File: src/rtl/mux_pkg.sv
// Shared definitions for the scanning word multiplexer.
//   state_t     : sequencer state encoding
//   MODE_MANUAL : mode input value that selects the external channel select
//   MODE_SCAN   : mode input value that selects the internal scan sequencer
package mux_pkg;

  typedef enum logic [1:0] {
    IDLE       = 2'd0,
    MANUAL     = 2'd1,
    SCAN_DWELL = 2'd2,
    SCAN_STALL = 2'd3
  } state_t;

  localparam logic MODE_MANUAL = 1'b0;
  localparam logic MODE_SCAN   = 1'b1;

endpackage

File: src/rtl/mux_sel_n.sv
// Combinational N:1 word selector.
//   din  : NCH packed channels, channel k at din[k*W +: W]
//   sel  : channel index
//   dout : selected channel word, 0 when sel is out of range
//   oob  : 1 when sel >= NCH
module mux_sel_n #(
  parameter  int NCH  = 16,
  parameter  int W    = 8,
  localparam int SELW = $clog2(NCH)
) (
  input  logic [NCH*W-1:0] din,
  input  logic [SELW-1:0]  sel,
  output logic [W-1:0]     dout,
  output logic             oob
);

  // A compare per channel keeps the index arithmetic free of width
  // concerns; no channel matching means the select is out of range.
  always_comb begin
    dout = '0;
    oob  = 1'b1;
    for (int k = 0; k < NCH; k++) begin
      if (sel == SELW'(k)) begin
        dout = din[k*W +: W];
        oob  = 1'b0;
      end
    end
  end

endmodule

File: src/rtl/mux_scan_n.sv
// Registered N:1 word multiplexer with manual select and a dwell-timed scan
// sequencer, driving a valid/ready output slot.
//   clk, rst_n : clock, synchronous active-low reset
//   din        : NCH packed channels of W bits
//   enable     : 1 = sampling allowed, 0 = go idle
//   mode       : 0 = manual (sel_in), 1 = scan
//   sel_in     : manual channel index
//   dwell      : scan cycles per channel (0 behaves as 1)
//   out_ready  : downstream accepts dout this cycle
//   out_valid  : dout/ch_out hold a sample
//   dout       : sampled data
//   ch_out     : index of the sampled channel
//   wrap       : pulse when the scan pointer wraps NCH-1 -> 0
//   sel_err    : pulse on a manual capture with sel_in >= NCH
//
// state      | meaning
// -----------+-----------------------------------------------------------
// IDLE       | no captures; waits for enable, then picks mode
// MANUAL     | capture din[sel_in] whenever the output slot is free
// SCAN_DWELL | count dwell cycles, capture din[ptr] at terminal count
// SCAN_STALL | terminal count reached with the slot busy; counters frozen
module mux_scan_n
  import mux_pkg::*;
#(
  parameter  int NCH     = 16,
  parameter  int W       = 8,
  parameter  int DWELL_W = 8,
  localparam int SELW    = $clog2(NCH)
) (
  input  logic               clk,
  input  logic               rst_n,
  input  logic [NCH*W-1:0]   din,
  input  logic               enable,
  input  logic               mode,
  input  logic [SELW-1:0]    sel_in,
  input  logic [DWELL_W-1:0] dwell,
  input  logic               out_ready,
  output logic               out_valid,
  output logic [W-1:0]       dout,
  output logic [SELW-1:0]    ch_out,
  output logic               wrap,
  output logic               sel_err
);

  state_t             state, state_d;
  logic [SELW-1:0]    ptr, ptr_d;
  logic [DWELL_W-1:0] dwell_cnt, cnt_d;
  logic               wrap_d, sel_err_d;
  logic               capture;
  logic               slot_free;
  logic               dwell_tc;
  logic [DWELL_W-1:0] dwell_last;
  logic [SELW-1:0]    sel_idx;
  logic [W-1:0]       sel_dout;
  logic               sel_oob;

  assign slot_free  = !out_valid || out_ready;
  // dwell of 0 behaves as 1, so its terminal count is 0 as well
  assign dwell_last = (dwell == '0) ? '0 : dwell - DWELL_W'(1);
  assign dwell_tc   = (dwell_cnt == dwell_last);
  assign sel_idx    = (state == MANUAL) ? sel_in : ptr;

  mux_sel_n #(
    .NCH (NCH),
    .W   (W)
  ) u_sel (
    .din  (din),
    .sel  (sel_idx),
    .dout (sel_dout),
    .oob  (sel_oob)
  );

  always_comb begin
    state_d   = state;
    ptr_d     = ptr;
    cnt_d     = dwell_cnt;
    capture   = 1'b0;
    wrap_d    = 1'b0;
    sel_err_d = 1'b0;

    case (state)
      IDLE: begin
        if (enable) begin
          if (mode == MODE_MANUAL) begin
            state_d = MANUAL;
          end else begin
            state_d = SCAN_DWELL;
            ptr_d   = '0;
            cnt_d   = '0;
          end
        end
      end

      MANUAL: begin
        // a mode change passes through IDLE so scans restart at channel 0
        if (!enable || mode != MODE_MANUAL) begin
          state_d = IDLE;
        end else if (slot_free) begin
          capture   = 1'b1;
          sel_err_d = sel_oob;
        end
      end

      SCAN_DWELL, SCAN_STALL: begin
        if (!enable || mode != MODE_SCAN) begin
          state_d = IDLE;
        end else if (state == SCAN_STALL || dwell_tc) begin
          if (slot_free) begin
            capture = 1'b1;
            state_d = SCAN_DWELL;
            cnt_d   = '0;
            if (ptr == SELW'(NCH-1)) begin
              ptr_d  = '0;
              wrap_d = 1'b1;
            end else begin
              ptr_d = ptr + SELW'(1);
            end
          end else begin
            state_d = SCAN_STALL;
          end
        end else begin
          cnt_d = dwell_cnt + DWELL_W'(1);
        end
      end

      default: state_d = IDLE;
    endcase
  end

  always_ff @(posedge clk) begin
    if (!rst_n) begin
      state     <= IDLE;
      ptr       <= '0;
      dwell_cnt <= '0;
      out_valid <= 1'b0;
      dout      <= '0;
      ch_out    <= '0;
      wrap      <= 1'b0;
      sel_err   <= 1'b0;
    end else begin
      state     <= state_d;
      ptr       <= ptr_d;
      dwell_cnt <= cnt_d;
      wrap      <= wrap_d;
      sel_err   <= sel_err_d;
      if (capture) begin
        out_valid <= 1'b1;
        dout      <= sel_dout;
        ch_out    <= sel_idx;
      end else if (out_ready) begin
        out_valid <= 1'b0;
      end
    end
  end

endmodule

File: config.mk
export PLATFORM = sky130hd
export DESIGN_NAME = mux_scan_n
export DESIGN_NICKNAME = d
export VERILOG_FILES = /design/src/rtl/mux_pkg.sv /design/src/rtl/mux_sel_n.sv /design/src/rtl/mux_scan_n.sv
export SDC_FILE = /design/constraint.sdc
export NUM_CORES = 1
export LEC_CHECK = 0
export ABC_AREA = 1
export CELL_PAD_IN_SITES_DETAIL_PLACEMENT = 1
export CELL_PAD_IN_SITES_GLOBAL_PLACEMENT = 1
export CORE_MARGIN = 5
export CORE_UTILIZATION = 30
export DETAILED_ROUTE_END_ITERATION = 8
export DONT_BUFFER_PORTS = 1
export PLACE_DENSITY = 0.66
export SETUP_SLACK_MARGIN = 0.2
export SYNTH_ARGS = -nofsm -noshare
export SYNTH_HDL_FRONTEND = slang
export SYNTH_SLANG_ARGS = --single-unit
File: constraint.sdc
create_clock -name clk -period 5.6 [get_ports clk]
set_clock_uncertainty 0.1 [all_clocks]
set_input_delay 0.56 -clock clk [delete_from_list [all_inputs] [get_ports clk]]
set_output_delay 0.56 -clock clk [all_outputs]
set_load 0.01 [all_outputs]
# Word level (Yosys, flattened, before mapping)
# Index checks and enable logic that the tools add are counted.
# totals
register_bits	29
input_bits	145
output_inout_bits	15
word_cells	109
# classes
add_sub_neg	3
eq_ne	28
muxes	47
bitwise	6
n_reduce_logical	17
# ops
op	n
two-way mux 8 bit	22
== test 4 bit, second input constant	9
two-way mux 4 bit	7
OR reduction 19 bit	1
== test 4 x 3 -> 1 bit, second input constant	4
one-hot mux 8 bit (2 select lines)	1
two-way mux 2 bit	5
!= test 2 bit, second input constant	5
two-way mux 1 bit	9
adder 8 x 1 -> 8 bit, second input constant	1
== test 4 x 2 -> 1 bit, second input constant	2
== test 8 bit	1
zero test 8 bit	1
one-hot mux 4 bit (2 select lines)	1
subtractor 8 x 1 -> 8 bit, second input constant	1
!= test 3 bit, second input constant	2
inverter 1 bit	6
one-hot mux 2 bit (3 select lines)	1
AND reduction 6 bit	1
AND reduction 5 bit	1
OR reduction 5 bit	1
adder 4 x 1 -> 4 bit, second input constant	1
== test 2 bit, second input constant	2
== test 4 x 1 -> 1 bit, second input constant	1
other kinds (10)	15

# Depth between registers and ports, before layout
# depth
depth_word	19
depth_mapped	25
mapped_depth_nobuf	24

# By module
# Synthesis repeated with hierarchy kept, for this count alone.
# unflattened
cells_unflattened	567
area_unflattened_um2	3183.1
# modules_own_cells
mod	n_inst	cells_per_inst	area_per_inst_um2	seq_area_each_um2
mux_scan_n	1	310	1974.4	580.6
mux_sel_n	1	257	1208.7	0.0

# Worst setup path before layout
# OpenSTA, ideal clock, no wires.
# synth_path
path_kind	reg-to-reg
from	reg state[1]
to	reg dout[5]
setup_ps	70
arrival_ps	2662
required_time_ps	5430
setup_slack_ps	2767
path_stages_with_launch	25
path_buffers	1
period_less_slack_ps	2833
path_cell_list	dfxtp_1 > inv_2 > nand2_4 > o21ai_0 > inv_1 > ha_1 > inv_1 > nor2_8 > inv_4 > buf_6 > nand2_1 > o21bai_1 > nand2_1 > nand3_1 > nand3_1 > nand3_1 > nand3_1 > nand3_1 > nand2_1 > nand2_1 > nand3_1 > nand2_1 > nand2_1 > nand2_1 > a21oi_1
# synth_via
elab_chain_len	19
word_cells_on_any_way	41
classes_between	eq/ne (18); mux (20); reduce/logical (3)
# synth_lines
element	line	text
from (decl)	mux_scan_n.sv:45	state_t state, state_d;
from (signal assigned)	mux_scan_n.sv:141	state <= state_d;
== test 2 x 1 -> 1 bit (*)	mux_scan_n.sv:61	assign sel_idx = (state == MANUAL) ? sel_in : ptr;
two-way mux 4 bit (*)	mux_scan_n.sv:61	
named net sel_idx[2]	mux_scan_n.sv:53	logic [SELW-1:0] sel_idx;
zero test 4 bit	mux_sel_n.sv:23	if (sel == SELW'(k)) begin
two-way mux 8 bit (15 in a row)	mux_sel_n.sv:23	
two-way mux 8 bit (*)	mux_sel_n.sv:23	
to (signal assigned)	mux_scan_n.sv:148	dout <= sel_dout;
to (decl)	mux_scan_n.sv:39	output logic [W-1:0] dout,
# Mark *: on every way through the listed nets, which the timed path passes. The rest lies on a longest branch.
# A chain may end at the register's enable or synchronous reset.

# Worst setup path in the final report
# Same ends and word-level chain as after synthesis.

==> impl_metrics.env <==
export IMPL_yosys_top_cells_area="nand2_1, dfxtp_1, nor2_1, nand3_1, a21oi_1"
export IMPL_grt_max_degree=19
export IMPL_seqCellArea_um2=581
export IMPL_syn_nets=694
export IMPL_min_delay_start="rst_n"
export IMPL_cts_setup_buffers=0
export IMPL_setup_viol=0
export IMPL_area_delta_synth_final_pct=7.09
export IMPL_netlist_area_leader_share_pct=19.1
export IMPL_synthCells=542
export IMPL_hpwl_um=9700
export IMPL_p_clk_share_pct=35.2
export IMPL_wl_um=11500
export IMPL_clkTransAtPathRegs_ns=0.08
export IMPL_critPathArrivalTime_ns=3.48
export IMPL_synth_area_per_cell_um2=5.76
export IMPL_hold_buffers=0
export IMPL_synthTopCellsByCount="nand2_1, nor2_1, nand3_1"
export IMPL_grt_pass1_vias=3651
export IMPL_gp_congestion=0.883
export IMPL_cts_tree="done"
export IMPL_grt_pass1_wl_um=18600
export IMPL_clock_path_buffers=2
export IMPL_io_buffer_count=0
export IMPL_hold_viol_final=0
export IMPL_fin_crit_ns=3.44
export IMPL_cts_repair_resized=0
export IMPL_drc=0
export IMPL_hold_class="input pin to register"
export IMPL_die_area_um2=12600
export IMPL_drt_iter0_markers=261
export IMPL_viasPerCell=5.10
export IMPL_drtAntennaViolNets=0
export IMPL_initial_core_util_pct=30.5
export IMPL_clk_latency_ns=0.28
export IMPL_seq_area_frac_synth_pct=18.6
export IMPL_antenna_found_initial=0
export IMPL_cap_violations=0
export IMPL_cellPowerDensity_nw_per_um2=192
export IMPL_cts_made_buffers=5
export IMPL_cts_max_level=2
export IMPL_setup_tns_ns=0
export IMPL_drive_gt1_share_pct=10.6
export IMPL_vdd_drop_max_uv=110
export IMPL_end_kind="register"
export IMPL_dp_cells=666
export IMPL_comb_power_share_pct=31.3
export IMPL_rsz0062_at_grt="no"
export IMPL_async_flop_share_pct=0
export IMPL_p_int_mw=0.412
export IMPL_core_um2=10200
export IMPL_startpoint="state[1]$_SDFFE_PN0P_"
export IMPL_worstMarginPinSlew_ns=0.936
export IMPL_status="complete, no violations"
export IMPL_ys_flop_type="dfxtp_1"
export IMPL_cp_required_ns=5.65
export IMPL_drtPass1Iterations=4
export IMPL_ios=160
export IMPL_path_max_fanout=9
export IMPL_maxSlewHeadroom_pct=37.3
export IMPL_synth_seq_cells=29
export IMPL_pwr_share_seq_pct=33.6
export IMPL_p_total_mw=0.644
export IMPL_cts_root_buf="clkbuf_8"
export IMPL_p_sw_mw=0.232
export IMPL_via_count=3440
export IMPL_switching_share_pct=36.0
export IMPL_static_leakage_power_nw=1.45
export IMPL_rows=37
export IMPL_synth_warning_count=0
export IMPL_synth_largest_area_cell="nand2_1"
export IMPL_final_max_slew_viol_count=0
export IMPL_ys_types=41
export IMPL_max_freq_mhz=291
export IMPL_multi_input_area_um2=2280
export IMPL_fp_dieW_um=112
export IMPL_start_kind="register"
export IMPL_synth_edf_count=0
export IMPL_yosysMostFrequentCell="nand2_1"
export IMPL_wl_per_cell_um=17.0
export IMPL_post_layout_nonfiller_instances=674
export IMPL_n_antenna_cell=0
export IMPL_track_usage_pct=17.8
export IMPL_post_route_period_util_pct=61.4
export IMPL_path_class="register to register"
export IMPL_worstReg2RegStart="state[1]$_SDFFE_PN0P_"
export IMPL_cts_sinks=29
export IMPL_syn_area_um2=3120
export IMPL_overflow=0
export IMPL_num_fill_cells=1396
export IMPL_die_h_um=112
export IMPL_nNetsFinal=689
==> final timing paths <==
| path | cells past startpoint | slack (ns) | endpoint |
|---|---|---|---|
| worst max register to register | 23 | 2.16 | dout[5]$_SDFFE_PN0P_ |
| worst min register to register | 2 | 0.37 | dwell_cnt[6]$_SDFFE_PN0P_ |
| worst min-delay path | 2 | 0.31 | ptr[2]$_SDFFE_PN0P_ |
| worst max-delay path | 23 | 2.16 | dout[5]$_SDFFE_PN0P_ |
==> power by group through the flow <==
stage | logic (mW) | clock network, mW | registers, mW
final | 0.201 | 0.226 | 0.216
after global routing | 0.232 | 0.244 | 0.217
after CTS | 0.205 | 0.235 | 0.216
after detailed placement | 0.204 | 0 | 0.221
after global placement | 0.199 | 0 | 0.221
after floorplan | 0.154 | 0 | 0.219
==> sequential cells by signal, indices dropped and copies added, names as in the netlist <==
register	flops
sel_err	1
dwell_cnt	8
wrap	1
ptr	4
state	2
dout	8
out_valid	1
ch_out	4
==> routing by layer <==
layer	up-vias	GRT usage (%)	wire length, µm
met5	-	0	0
met1	1580	21.7	4830
met3	8	4.85	858
li1	1753	-	-
met4	0	2.48	91
met2	99	32.0	5700
==> critical path, cell delays in order, from the launching register on <==
cell and delay (ns):
dfxtp_1 0.38, inv_2 0.18, nand2_4 0.09, o21ai_0 0.43, inv_1 0.15, ha_1 0.22, inv_1 0.33, nor2_8 0.10
inv_2 0.13, nand2_1 0.07, o21bai_1 0.16, nand2_1 0.08, nand3_1 0.09, nand3_1 0.08, nand3_1 0.08, nand3_1 0.07
nand3_1 0.09, nand2_1 0.06, nand2_1 0.06, nand3_1 0.08, nand2_1 0.08, nand2_1 0.05, nand2_1 0.07, a21oi_1 0.06
==> placed cells by master (no fill, tap or decap), types with 3 or more instances in the layout <==
cell / instances
nor2_4: 3
o21bai_1: 3
or2_0: 3
nor2_1: 69
dfxtp_1: 29
o21ai_0: 16
nand4_1: 14
nor2_2: 7
nand2_2: 5
or2_1: 5
a21oi_1: 49
or2_2: 10
xnor2_1: 4
xor2_1: 8
o21ai_1: 5
nand2_1: 159
ha_1: 7
nand3_1: 51
inv_1: 40
clkbuf_8: 5
o211ai_1: 3
nand2_4: 7
inv_2: 8
nor3_1: 4
==> through the flow <==
step	utilization [%]	hold slack [ns]	worst slack, ns	instance area, µm²
final	32.7	0.313	2.16	3340
after floorplan	-	0.341	2.77	3120
after CTS	32.7	0.303	2.13	3340
after global placement	31.6	0.350	2.29	3230
after global routing	32.7	0.299	1.70	3340
after detailed placement	31.6	0.366	2.15	3230
==> cells by family (layout without fill, tap and decap cells) <==
kind of cell	count (synthesis)	after routing	synth area share, %
AO/OA/AOI/OAI	83	83	14.5
flip-flops	29	29	18.6
XOR/XNOR	12	12	3.37
adder cells (fa/ha/maj)	7	7	2.80
buffers and inverters	63	59	8.25
AND/OR/NAND/NOR	348	348	52.5
==> area by class of cell <==
type | count | share of cell area, %
Inverter | 51 | 5.80
Clock buffer | 5 | 2.06
Tap cell | 136 | 5.09
Clock inverter | 3 | 1.38
Sequential cell | 29 | 17.4
Multi-Input combinational cell | 450 | 68.3
Note: power is estimated with default switching activity, not from simulation.
